===== config.mk =====
export PLATFORM = sky130hd
export DESIGN_NAME = decode_stage
export DESIGN_NICKNAME = d
export VERILOG_FILES = /design/src/rtl/decode_stage.sv
export SDC_FILE = /design/constraint.sdc
export NUM_CORES = 2
export LEC_CHECK = 0
export BUFFER_PORTS_ARGS = -buffer_cell sky130_fd_sc_hd__buf_2
export CORE_ASPECT_RATIO = 0.6
export CORE_UTILIZATION = 30
export CTS_CLUSTER_DIAMETER = 50
export CTS_CLUSTER_SIZE = 25
export DETAILED_ROUTE_END_ITERATION = 7
export HOLD_SLACK_MARGIN = 0.12
export SLEW_MARGIN = 20
export SYNTH_ARGS = -nofsm -noshare
export SYNTH_HDL_FRONTEND = slang
export SYNTH_SLANG_ARGS = --single-unit

===== constraint.sdc =====
create_clock -name clk -period 3.03 [get_ports clk]
set_input_delay 0.606 -clock clk [delete_from_list [all_inputs] [get_ports clk]]
set_output_delay 0.606 -clock clk [all_outputs]
set_load 0.02 [all_outputs]

===== src/rtl/decode_stage.sv =====
// RV32I decode stage: register file, control decoder, immediate generator,
// load-use hazard detection and the D/E pipeline register.
module decode_stage #(
   parameter int XLEN  = 32,
   parameter int NREGS = 32
) (
   input  logic            clk,
   input  logic            rst,
   input  logic [31:0]     instr_d,
   input  logic [XLEN-1:0] pc_d,
   input  logic [XLEN-1:0] pc_1d,
   input  logic            flush_e,
   input  logic            regwrite_w,
   input  logic [4:0]      rd_w,
   input  logic [XLEN-1:0] result_w,
   output logic            stall_fd,
   output logic            regwrite_e,
   output logic [1:0]      resultsrc_e,
   output logic            memwrite_e,
   output logic            branch_e,
   output logic            jump_e,
   output logic            alusrc_e,
   output logic [2:0]      aluctrl_e,
   output logic [2:0]      funct3_e,
   output logic            illegal_e,
   output logic [XLEN-1:0] rd1_e,
   output logic [XLEN-1:0] rd2_e,
   output logic [XLEN-1:0] imm_e,
   output logic [4:0]      rs1_e,
   output logic [4:0]      rs2_e,
   output logic [4:0]      rd_e,
   output logic [XLEN-1:0] pc_e,
   output logic [XLEN-1:0] pc_1e
);

   localparam logic [6:0] OP_R = 7'b0110011, OP_I = 7'b0010011, OP_LD = 7'b0000011,
                          OP_ST = 7'b0100011, OP_BR = 7'b1100011, OP_JAL = 7'b1101111,
                          OP_JALR = 7'b1100111, OP_LUI = 7'b0110111;
   localparam logic [2:0] ALU_ADD = 3'b000, ALU_SUB = 3'b001, ALU_AND = 3'b010,
                          ALU_OR = 3'b011, ALU_XOR = 3'b100, ALU_SLT = 3'b101;

   typedef struct packed {
      logic            regwrite;
      logic [1:0]      resultsrc;
      logic            memwrite;
      logic            branch;
      logic            jump;
      logic            alusrc;
      logic [2:0]      aluctrl;
      logic [2:0]      funct3;
      logic            illegal;
      logic [XLEN-1:0] rd1;
      logic [XLEN-1:0] rd2;
      logic [XLEN-1:0] imm;
      logic [4:0]      rs1;
      logic [4:0]      rs2;
      logic [4:0]      rd;
      logic [XLEN-1:0] pc;
      logic [XLEN-1:0] pc_1;
   } de_t;

   logic [XLEN-1:0] regs [NREGS];
   logic [6:0]      opcode;
   logic [2:0]      funct3;
   logic [4:0]      rs1, rs2, rd;
   logic [XLEN-1:0] rf_rd1, rf_rd2;
   logic            alu_ok;
   logic [2:0]      alu_fn;
   de_t             dec, de_q;

   assign opcode = instr_d[6:0];
   assign funct3 = instr_d[14:12];
   assign rs1    = instr_d[19:15];
   assign rs2    = instr_d[24:20];
   assign rd     = instr_d[11:7];

   always_ff @(posedge clk or negedge rst) begin
      if (!rst) begin
         for (int i = 0; i < NREGS; i++) regs[i] <= '0;
      end else if (regwrite_w && rd_w != 5'd0) begin
         regs[rd_w] <= result_w;
      end
   end

   // Writeback of the register being read this cycle is bypassed straight through.
   assign rf_rd1 = (rs1 == 5'd0) ? '0 :
                   (regwrite_w && rd_w == rs1) ? result_w : regs[rs1];
   assign rf_rd2 = (rs2 == 5'd0) ? '0 :
                   (regwrite_w && rd_w == rs2) ? result_w : regs[rs2];

   // ALU function for R-type and I-ALU; shifts and sltu are not supported.
   always_comb begin
      alu_ok = 1'b1;
      alu_fn = ALU_ADD;
      case (funct3)
         3'b000:  alu_fn = (opcode == OP_R && instr_d[30]) ? ALU_SUB : ALU_ADD;
         3'b010:  alu_fn = ALU_SLT;
         3'b100:  alu_fn = ALU_XOR;
         3'b110:  alu_fn = ALU_OR;
         3'b111:  alu_fn = ALU_AND;
         default: alu_ok = 1'b0;
      endcase
   end

   always_comb begin
      dec        = '0;
      dec.funct3 = funct3;
      dec.rd1    = rf_rd1;
      dec.rd2    = rf_rd2;
      dec.rs1    = rs1;
      dec.rs2    = rs2;
      dec.rd     = rd;
      dec.pc     = pc_d;
      dec.pc_1   = pc_1d;
      case (opcode)
         OP_R: begin
            dec.regwrite = 1'b1;
            dec.aluctrl  = alu_fn;
         end
         OP_I: begin
            dec.regwrite = 1'b1;
            dec.alusrc   = 1'b1;
            dec.aluctrl  = alu_fn;
            dec.imm      = {{20{instr_d[31]}}, instr_d[31:20]};
         end
         OP_LD: begin
            dec.regwrite  = 1'b1;
            dec.resultsrc = 2'b01;
            dec.alusrc    = 1'b1;
            dec.imm       = {{20{instr_d[31]}}, instr_d[31:20]};
         end
         OP_ST: begin
            dec.memwrite = 1'b1;
            dec.alusrc   = 1'b1;
            dec.imm      = {{20{instr_d[31]}}, instr_d[31:25], instr_d[11:7]};
         end
         OP_BR: begin
            dec.branch  = 1'b1;
            dec.aluctrl = ALU_SUB;
            dec.imm     = {{19{instr_d[31]}}, instr_d[31], instr_d[7], instr_d[30:25],
                           instr_d[11:8], 1'b0};
         end
         OP_JAL: begin
            dec.regwrite  = 1'b1;
            dec.jump      = 1'b1;
            dec.resultsrc = 2'b10;
            dec.imm       = {{11{instr_d[31]}}, instr_d[31], instr_d[19:12], instr_d[20],
                             instr_d[30:21], 1'b0};
         end
         OP_JALR: begin
            dec.regwrite  = 1'b1;
            dec.jump      = 1'b1;
            dec.resultsrc = 2'b10;
            dec.alusrc    = 1'b1;
            dec.imm       = {{20{instr_d[31]}}, instr_d[31:20]};
         end
         OP_LUI: begin
            // lui computes 0 + imm; rs1 is zeroed too so EX forwarding cannot override it.
            dec.regwrite = 1'b1;
            dec.alusrc   = 1'b1;
            dec.rd1      = '0;
            dec.rs1      = 5'd0;
            dec.imm      = {instr_d[31:12], 12'b0};
         end
         default: dec.illegal = 1'b1;
      endcase
      if ((opcode == OP_R || opcode == OP_I) && !alu_ok) dec.illegal = 1'b1;
      if (dec.illegal) begin
         dec.regwrite  = 1'b0;
         dec.resultsrc = 2'b00;
         dec.memwrite  = 1'b0;
         dec.branch    = 1'b0;
         dec.jump      = 1'b0;
         dec.alusrc    = 1'b0;
         dec.aluctrl   = 3'b000;
      end
   end

   assign stall_fd = (de_q.resultsrc == 2'b01) && de_q.regwrite && (de_q.rd != 5'd0) &&
                     ((de_q.rd == rs1) || (de_q.rd == rs2)) && !flush_e;

   always_ff @(posedge clk or negedge rst) begin
      if (!rst)                    de_q <= '0;
      else if (flush_e || stall_fd) de_q <= '0;
      else                         de_q <= dec;
   end

   assign regwrite_e  = de_q.regwrite;
   assign resultsrc_e = de_q.resultsrc;
   assign memwrite_e  = de_q.memwrite;
   assign branch_e    = de_q.branch;
   assign jump_e      = de_q.jump;
   assign alusrc_e    = de_q.alusrc;
   assign aluctrl_e   = de_q.aluctrl;
   assign funct3_e    = de_q.funct3;
   assign illegal_e   = de_q.illegal;
   assign rd1_e       = de_q.rd1;
   assign rd2_e       = de_q.rd2;
   assign imm_e       = de_q.imm;
   assign rs1_e       = de_q.rs1;
   assign rs2_e       = de_q.rs2;
   assign rd_e        = de_q.rd;
   assign pc_e        = de_q.pc;
   assign pc_1e       = de_q.pc_1;

endmodule


==> run metrics <==
status=complete, no violations; Yosys cell types=66; worst path cell trace=buf_12, xnor2_1, nand3_1, o22ai_2, and2_4, nor2b_4, buf_6; drt pass-1 iters=6; Post-Syn Area per Cell=between 10 and 15 sq um; relative slew slack=0.403; Final Hold Viols=0; startpoint class of the critical path=flop; initial DRC count=4497; Clock Sinks=1213; DPL Wire Length=140000 um; ys flop type=dfrtp_1; final slew viol count=0; vias in the first global route=~41000; CP max stage delay=about 0.40 ns; Inserted Clock Buffers=93; share of layout cells above drive strength 1=0.502; clock slew at reported path FFs=0.09 ns; critical path peak fanout=4; Std-Cell Rows=127; PD cells=613 nW/um^2; min-delay worst type=primary input to flop; sequential share of the synthesized area=0.501; Die W=582 um; Clock Tree Root=clkbuf_16; Top Family by Delay on Critical Path=simple AND/OR/NAND/NOR gates; post-route clock period utilization=0.934; crit path DAT=2.22 ns; die footprint=204000 sq um; Vias=around 41000; WL final=221000 um; Longest Clk Path Bufs=3; final core occ=0.355; flops & latches, synth=1213; top-count cell post-synth=dfrtp_1; global-route wire length before repair=~310000 um; CP bufs+invs=2; P&R area growth vs syn=17.2%; Avg WL per Cell=just over 30 um; ys async rst share=1.00; setup ws final=0.199 ns; pre-CTS setup slack=-0.185 ns; worst setup path category=flop to output port; share of the synthesized area in the top cell type=0.501; number of max-cap violations=0; Die Y=350 um; RSZ-0062 raised after global routing=false; # DRC=0; synthesized instance count=4121; Total GRT Usage=0.213; CTS tree=built; CP required=2.42 ns; critical path's slowest cell=dfrtp_1; Syn Nets=4258; Mapped Area=60600 sq um; Ports=around 330; Post-synth top cells=dfrtp_1, mux2_2, mux4_2; Initial Util=0.303; worst vdd ir=0.368 mV; cell accounting for the most synthesized area=dfrtp_1; DRT antenna net count=0; Leak Pwr=30.7 nW; initial antenna violation count=15; EDFF count, synth=0; average via count per standard cell=5.73; Fmax achieved=about 350 MHz; Setup-failing EPs final=0; Clock Latency Late Sink=0.73 ns; final net count=approximately 4600; nature of the critical path endpoint=output port; Synthesis Warnings=0; H-tree levels=3; GR Overflow Total=0; Worst Tran Pin Value=0.893 ns; clk_skew=between 0.05 and 0.06 ns; CORE AREA=200000 sq um; GP Congestion=slightly above 0.8; count of input and output buffers=326; largest net degree at the start of global routing=111; setup TNS=0 ns; fin crit period=2.83 ns; Synth area leaders=dfrtp_1, mux2_2, mux4_2, mux2i_1, clkbuf_1
-- sequential cells by signal, summed over array words and instances, names as in the netlist, 32 cells and up --
register,cells
rd1_e,32
pc_e,32
rd2_e,32
pc_1e,32
imm_e,32
regs,1024
-- stage by stage --
| stage | hold slack, ns | area (sq um) | power (mW) | instances |
|---|---|---|---|---|
| global route | 0.137 | 71000 | 45.3 | 7214 |
| detailed placement | 0.382 | 66900 | 29.7 | 6966 |
| CTS | 0.121 | 71000 | 43.7 | 7211 |
| finish | 0.167 | 71100 | 43.6 | 7218 |
| global placement | 0.377 | 66800 | 29.4 | 6963 |
| floorplan | 0.310 | 60600 | 26.6 | 4121 |
-- timing repair --
action | CTS | global route
setup buffers | 2 | 1
hold buffers | 69 | 0
endpoints found under the hold margin | 156 | 0
pin swaps | 2 | 1
setup endpoints to repair | 1 | 1
resized for setup | 7 | 1
-- layout by cell type (no fill, tap or decap), types with 13 or more instances in the layout --
| cell type | instances |
|---|---|
| buf_2 | 317 |
| nor2_4 | 16 |
| mux2_2 | 985 |
| nor3_1 | 86 |
| nor2_1 | 79 |
| clkinv_8 | 22 |
| nand2_2 | 16 |
| inv_6 | 16 |
| nor4_1 | 21 |
| a22oi_1 | 26 |
| buf_4 | 174 |
| clkbuf_16 | 95 |
| nand2_1 | 36 |
| mux2i_1 | 95 |
| and2_1 | 77 |
| xnor2_1 | 13 |
| o22a_1 | 15 |
| o22ai_1 | 113 |
| o21ai_0 | 63 |
| mux4_1 | 14 |
| a22o_1 | 17 |
| a211oi_1 | 62 |
| o41ai_1 | 31 |
| nor2b_1 | 64 |
| mux4_2 | 435 |
| a221oi_1 | 32 |
| dlygate4sd3_1 | 69 |
| a21oi_1 | 25 |
| buf_12 | 94 |
| dfrtp_1 | 1211 |
| and3_1 | 16 |
| a32o_1 | 15 |
-- cells by family (layout without fill, tap and decap cells) --
logic type | Yosys count | count (layout) | share of synthesized area
buf+inv | 459 | 841 | 0.0367
flops | 1213 | 1213 | 0.501
simple gates | 469 | 469 | 0.0419
compound gates | 421 | 421 | 0.0499
other cells | 0 | 6 | 0
mux | 1538 | 1538 | 0.368
xor+xnor | 21 | 21 | 0.00303
-- final timing paths --
check | from | endpoint | slack, ns | cells after the start
worst min register to register | regs[1005] | regs[1005] | 0.40 | 0
min in group asynchronous | rst | rd2_e[24] | 0.37 | 2
worst min-delay path | pc_1d[8] | pc_1e[8] | 0.17 | 2
worst max register to register | rd_e[0] | rd1_e[7] | 0.45 | 11
worst max-delay path | rd_e[4] | stall_fd | 0.20 | 7
max in group asynchronous | rst | regs[205] | 1.48 | 3
-- worst register-to-register path, cell delays in order (launching register included) --
cell and delay, ns:
dfrtp_1 0.40, buf_12 0.15, nor3_1 0.24, a211oi_2 0.11, buf_4 0.17, and2_4 0.14, buf_4 0.15, nor4b_4 0.47
buf_6 0.23, buf_6 0.18, buf_12 0.15, a32o_1 0.13
-- layer usage --
metal / vias up / global-route usage / share of wire
met5: - / 0 / 0.00075
met4: 12 / 0.0597 / 0.032
met3: 361 / 0.0662 / 0.11
met2: 2299 / 0.300 / 0.42
met1: 22400 / 0.313 / 0.44
li1: 16400 / - / -
-- layout make-up --
| type | instances | area (sq um) |
|---|---|---|
| fill | 19200 | 129000 |
| sequential | 1213 | 30400 |
| multi-input combinational | 2449 | 28300 |
| timing repair buffer | 664 | 5590 |
| tap | 2709 | 3390 |
| clock buffer | 99 | 2410 |
| clock inverter | 76 | 1010 |
| antenna | 6 | 15.0 |
| inverter | 2 | 7.51 |
-- power by group --
group / switching (mW) / internal, mW / total [mW]
Combinational: 3.61 / 4.97 / 8.57
Sequential: 2.15 / 18.9 / 21.1
Clock: 7.45 / 6.47 / 13.9
(Power assumes the default switching activity.)
